## config.mk

```make
export PLATFORM = sky130hd
export DESIGN_NAME = serial_cmp_ctrl
export DESIGN_NICKNAME = d
export VERILOG_FILES = /design/src/rtl/cmp_pkg.sv /design/src/rtl/two_bit_cmp_slice.sv /design/src/rtl/serial_cmp_ctrl.sv
export SDC_FILE = /design/constraint.sdc
export NUM_CORES = 1
export LEC_CHECK = 0
export CAP_MARGIN = 10
export CORE_MARGIN = 10
export CORE_UTILIZATION = 49
export DETAILED_ROUTE_END_ITERATION = 12
export PLACE_DENSITY = 0.75
export SYNTH_ARGS = -nofsm -noshare
export SYNTH_HDL_FRONTEND = slang
export SYNTH_SLANG_ARGS = --single-unit
export TNS_END_PERCENT = 20
```

## constraint.sdc

```tcl
create_clock -name clk -period 2.45 [get_ports clk]
set_clock_uncertainty 0.2 [all_clocks]
set_input_delay 0.245 -clock clk [delete_from_list [all_inputs] [get_ports clk]]
set_output_delay 0.245 -clock clk [all_outputs]
set_load 0.01 [all_outputs]
```

## src/rtl/cmp_pkg.sv

```systemverilog
// Shared types and helpers for the serial magnitude comparator.
package cmp_pkg;

    typedef enum logic [1:0] {
        IDLE,
        RUN,
        DONE
    } cmp_state_t;

    function automatic int idx_w(input int n);
        return (n > 1) ? $clog2(n) : 1;
    endfunction

endpackage

```

## src/rtl/two_bit_cmp_slice.sv

```systemverilog
// One 2-bit magnitude compare step, chained MSB-first through eq/gt.
module two_bit_cmp_slice (
    input  logic [1:0] a2,
    input  logic [1:0] b2,
    input  logic       eq_i,
    input  logic       gt_i,
    output logic       eq_o,
    output logic       gt_o
);

    assign eq_o = eq_i & (a2 == b2);
    assign gt_o = gt_i | (eq_i & (a2 > b2));

endmodule

```

## src/rtl/serial_cmp_ctrl.sv

```systemverilog
// Sequential S-bit unsigned comparator reusing one 2-bit slice,
// MSB pair first, stopping at the first unequal pair.
module serial_cmp_ctrl #(
    parameter int S = 8
) (
    input  logic         clk,
    input  logic         rst_n,
    input  logic         start_valid,
    output logic         start_ready,
    input  logic [S-1:0] a,
    input  logic [S-1:0] b,
    output logic         res_valid,
    input  logic         res_ready,
    output logic         EQ,
    output logic         GT,
    output logic         busy
);

    import cmp_pkg::*;

    localparam int N  = S / 2;
    localparam int IW = idx_w(N);

    cmp_state_t state;
    cmp_state_t state_nx;

    logic [S-1:0]  a_l;
    logic [S-1:0]  b_l;
    logic [IW-1:0] idx;
    logic          eq_acc;
    logic          gt_acc;
    logic          eq_o;
    logic          gt_o;
    logic [1:0]    a2;
    logic [1:0]    b2;
    logic          last;
    logic          res_valid_q;
    logic          eq_q;
    logic          gt_q;

    assign a2   = a_l[2*idx +: 2];
    assign b2   = b_l[2*idx +: 2];
    assign last = !eq_o || (idx == '0);

    two_bit_cmp_slice u_slice (
        .a2   (a2),
        .b2   (b2),
        .eq_i (eq_acc),
        .gt_i (gt_acc),
        .eq_o (eq_o),
        .gt_o (gt_o)
    );

    always_ff @(posedge clk or negedge rst_n) begin
        if (!rst_n) begin
            state <= IDLE;
        end else begin
            state <= state_nx;
        end
    end

    always_comb begin
        state_nx = state;
        unique case (state)
            IDLE: if (start_valid) state_nx = RUN;
            RUN:  if (last)        state_nx = DONE;
            DONE: if (res_ready)   state_nx = IDLE;
            default:               state_nx = IDLE;
        endcase
    end

    always_ff @(posedge clk or negedge rst_n) begin
        if (!rst_n) begin
            a_l         <= '0;
            b_l         <= '0;
            idx         <= '0;
            eq_acc      <= 1'b0;
            gt_acc      <= 1'b0;
            res_valid_q <= 1'b0;
            eq_q        <= 1'b0;
            gt_q        <= 1'b0;
        end else begin
            unique case (state)
                IDLE: begin
                    if (start_valid) begin
                        a_l    <= a;
                        b_l    <= b;
                        idx    <= IW'(N - 1);
                        eq_acc <= 1'b1;
                        gt_acc <= 1'b0;
                    end
                end
                RUN: begin
                    eq_acc <= eq_o;
                    gt_acc <= gt_o;
                    if (last) begin
                        res_valid_q <= 1'b1;
                        eq_q        <= eq_o;
                        gt_q        <= gt_o;
                    end else begin
                        idx <= idx - 1'b1;
                    end
                end
                DONE: begin
                    if (res_ready) res_valid_q <= 1'b0;
                end
                default: ;
            endcase
        end
    end

    // Handshake outputs depend on state only, never on inputs
    assign start_ready = (state == IDLE);
    assign busy        = (state != IDLE);
    assign res_valid   = res_valid_q;
    assign EQ          = eq_q;
    assign GT          = gt_q;

endmodule
```

==> summary.md <==
| Metric | Value |
|---|---|
| Status | `finished, final reports clean` |
| IO Port Bufs | `24` |
| Number of global-route vias before repair | `817` |
| Area contributors post-synth | `dfrtp_1, mux2_4, mux4_2` |
| Most used DFF post-synth | `dfrtp_1` |
| Max-slew violations | `0` |
| DRC Markers | `0` |
| Final Wtd Congestion | `0.781` |
| Leading area contributor after synthesis | `dfrtp_1` |
| Clk sinks | `25` |
| Total gr overflow | `0` |
| Critical Path Fanout Max | `7` |
| Synth Register Bits | `25` |
| Initial drt markers | `44` |
| Layout cells sized above 1 | `0.217` |
| Worst reg2reg startpoint | `idx[0]$_DFFE_PN0P_` |
| Max VDD drop | `630 uV` |
| Min Tclk post-route | `2.21 ns` |
| Final setup viols | `0` |
| Setup crit start kind | `register` |
| Fmax | `452 MHz` |
| CP max stage delay | `0.53 ns` |
| Yosys cell types | `25` |
| Via-to-Cell Ratio | `5.30` |
| Worst Path Arrival | `2.26 ns` |
| # diodes | `0` |
| Initial antenna violation count | `0` |
| Crit. End Element | `register` |
| Crit-path cells | `mux4_2 > ha_1 > nand4b_1 > nor2_1 > mux2i_1` |
| DIE WIDTH | `69.6 um` |
| CP delay by family, top | `multiplexers` |
| Die Height | `69.6 um` |
| Setup WS pre-CTS | `0.144 ns` |
| Num rows | `17` |
| Starting density of the core | `0.531` |
| Warnings from Yosys | `0` |
| R2R Path End | `idx[0]$_DFFE_PN0P_` |
| Fin crit share | `0.904` |
| Synthesized cell area | `0.00121 mm2` |
| # placed instances | `139` |
| Wirelength per Cell | `14.9 um` |
| Post-synthesis sequential area ratio | `0.518` |
| Post-CTS Hold Buffers | `0` |
| Reg2Reg Setup Slack | `0.24 ns` |
| Fraction of registers with async set/reset | `1.00` |
| Clock root buffer master | `clkbuf_4` |
| CTS resizes | `0` |
| Clk slew on worst S/H paths | `0.14 ns` |
| Fin util | `0.662` |
| Leakage | `0.000674 uW` |
| Worst slew margin | `0.790` |
| Drt pass-1 iters | `2` |
| H-tree depth | `1` |
| Setup ws final | `0.236 ns` |
| Fin nets | `139` |
| CTS buffer count | `3` |
| Post-Route WL | `2130 um` |
| Final antenna-violating net count | `0` |
| RSZ-0062 raised after global routing | `false` |
| Design Area, Final | `0.00151 mm2` |
| Worst reg2reg path depth | `5` |
| Synth top area share | `0.518` |
| Placed inst area | `0.00148 mm2` |
| IO Count | `25` |
| Gr usage total | `0.0905` |
| Most frequent cells in the layout | `dfrtp_1, clkdlybuf4s50_1, mux2_4` |
| Post-CTS Repair Setup Buffers | `0` |
| Slowest stage cell, crit path | `mux4_2` |
| Finished Layout Cells | `143` |
| Kind of critical path | `register to register` |
| Mapped Nets | `110` |
| Worst-Margin Slew | `0.315 ns` |
| Largest net degree at the start of global routing | `26` |
| Hold/Removal Path Class | `input port to asynchronous set/reset pin` |
| Deepest clock path buffer count | `2` |
| Final hold violation count | `0` |
| First-pass GRT wire length | `3750 um` |
| Via count | `758` |
| Post-synth EDFFs | `0` |
| Total negative slack | `0 ns` |
| Synthesis-to-layout area growth | `24.8%` |
| Post-Syn Instances | `87` |
| DP HPWL | `1680 um` |
| Power per cell area | `1170 mW/mm2` |
| Max cap viols | `0` |
| CP bufs+invs | `0` |
| Clock latency on the worst-skew pair | `0.32 ns` |
| Die ar. | `0.00485 mm2` |
| Core footprint | `0.00228 mm2` |
| Synth Area per Inst | `13.9 um2` |
| CTS tree | `done` |
| Critical Path RT | `2.50 ns` |
[area by class of cell]
class                   instances  area, um2
fillers                       189        769
well taps                      28       35.0
clock inverters                 1       5.00
multi-input cells              52        528
inverters                       7       26.3
repair buffers                 27        263
clock buffers                   3       22.5
flip-flops and latches         25        627
[per-stage QoR]
| stage | power, uW | hold slack (ns) |
|---|---|---|
| after global placement | 1580 | 0.271 |
| final | 1770 | 0.0624 |
| after global routing | 1910 | 0.0865 |
| after CTS | 1790 | 0.0665 |
| after detailed placement | 1610 | 0.275 |
| after floorplan | 1350 | -0.251 |
[worst register-to-register path, stage by stage (launching register included)]
cell      delay, ns
dfrtp_2        0.48
mux4_2         0.53
ha_1           0.34
nand4b_1       0.13
nor2_1         0.25
mux2i_1        0.21
[report_power, final]
group | total (uW) | switching, uW | internal, uW
logic | 849 | 332 | 516
registers | 734 | 134 | 600
clock network | 183 | 122 | 61.1
[routing by layer]
layer,up-vias,track usage,wire length [um]
li1,363,-,-
met1,371,0.109,961
met2,20,0.139,997
met3,4,0.0314,140
met4,0,0.0457,34
met5,-,0,0
[logic make-up (layout without fill, tap and decap cells)]
kind of cell | count (synthesis) | after routing | synth area share
multiplexers | 22 | 22 | 0.271
AND/OR/NAND/NOR | 16 | 16 | 0.0798
flip-flops | 25 | 25 | 0.518
adder cells (fa/ha/maj) | 3 | 3 | 0.0311
AO/OA/AOI/OAI | 11 | 11 | 0.0549
buffers and inverters | 10 | 38 | 0.0446
[flip-flops by register name (all words and copies together), names as in the netlist]
name and flops:
state 2, b_l 8, res_valid 1, EQ 1, eq_acc 1, a_l 8
idx 2, GT 1, gt_acc 1
[Yosys cell counts, drive strengths merged, types with 2 or more instances]
| master | instances |
|---|---|
| nand2 | 4 |
| or2 | 2 |
| o21ai | 2 |
| mux2 | 16 |
| ha | 3 |
| dfrtp | 25 |
| mux2i | 2 |
| inv | 7 |
| mux4 | 4 |
| nor2 | 4 |
| buf | 3 |
| a21oi | 5 |
[how the worst max path moves through the flow]
| stage | start | endpoint | slack [ns] | cells after the start |
|---|---|---|---|---|
| 3_3_place_gp | idx[0]$_DFFE_PN0P_ | idx[0]$_DFFE_PN0P_ | 0.23 | 5 |
| 6_report | idx[0]$_DFFE_PN0P_ | idx[0]$_DFFE_PN0P_ | 0.24 | 5 |
| 5_1_grt | idx[0]$_DFFE_PN0P_ | idx[0]$_DFFE_PN0P_ | 0.10 | 5 |
| 4_1_cts | idx[0]$_DFFE_PN0P_ | idx[0]$_DFFE_PN0P_ | 0.11 | 5 |
| 3_5_place_dp | idx[0]$_DFFE_PN0P_ | idx[0]$_DFFE_PN0P_ | 0.14 | 5 |
| 2_1_floorplan | idx[0]$_DFFE_PN0P_ | idx[0]$_DFFE_PN0P_ | 0.26 | 6 |
Note: power is estimated with default switching activity, not from simulation.
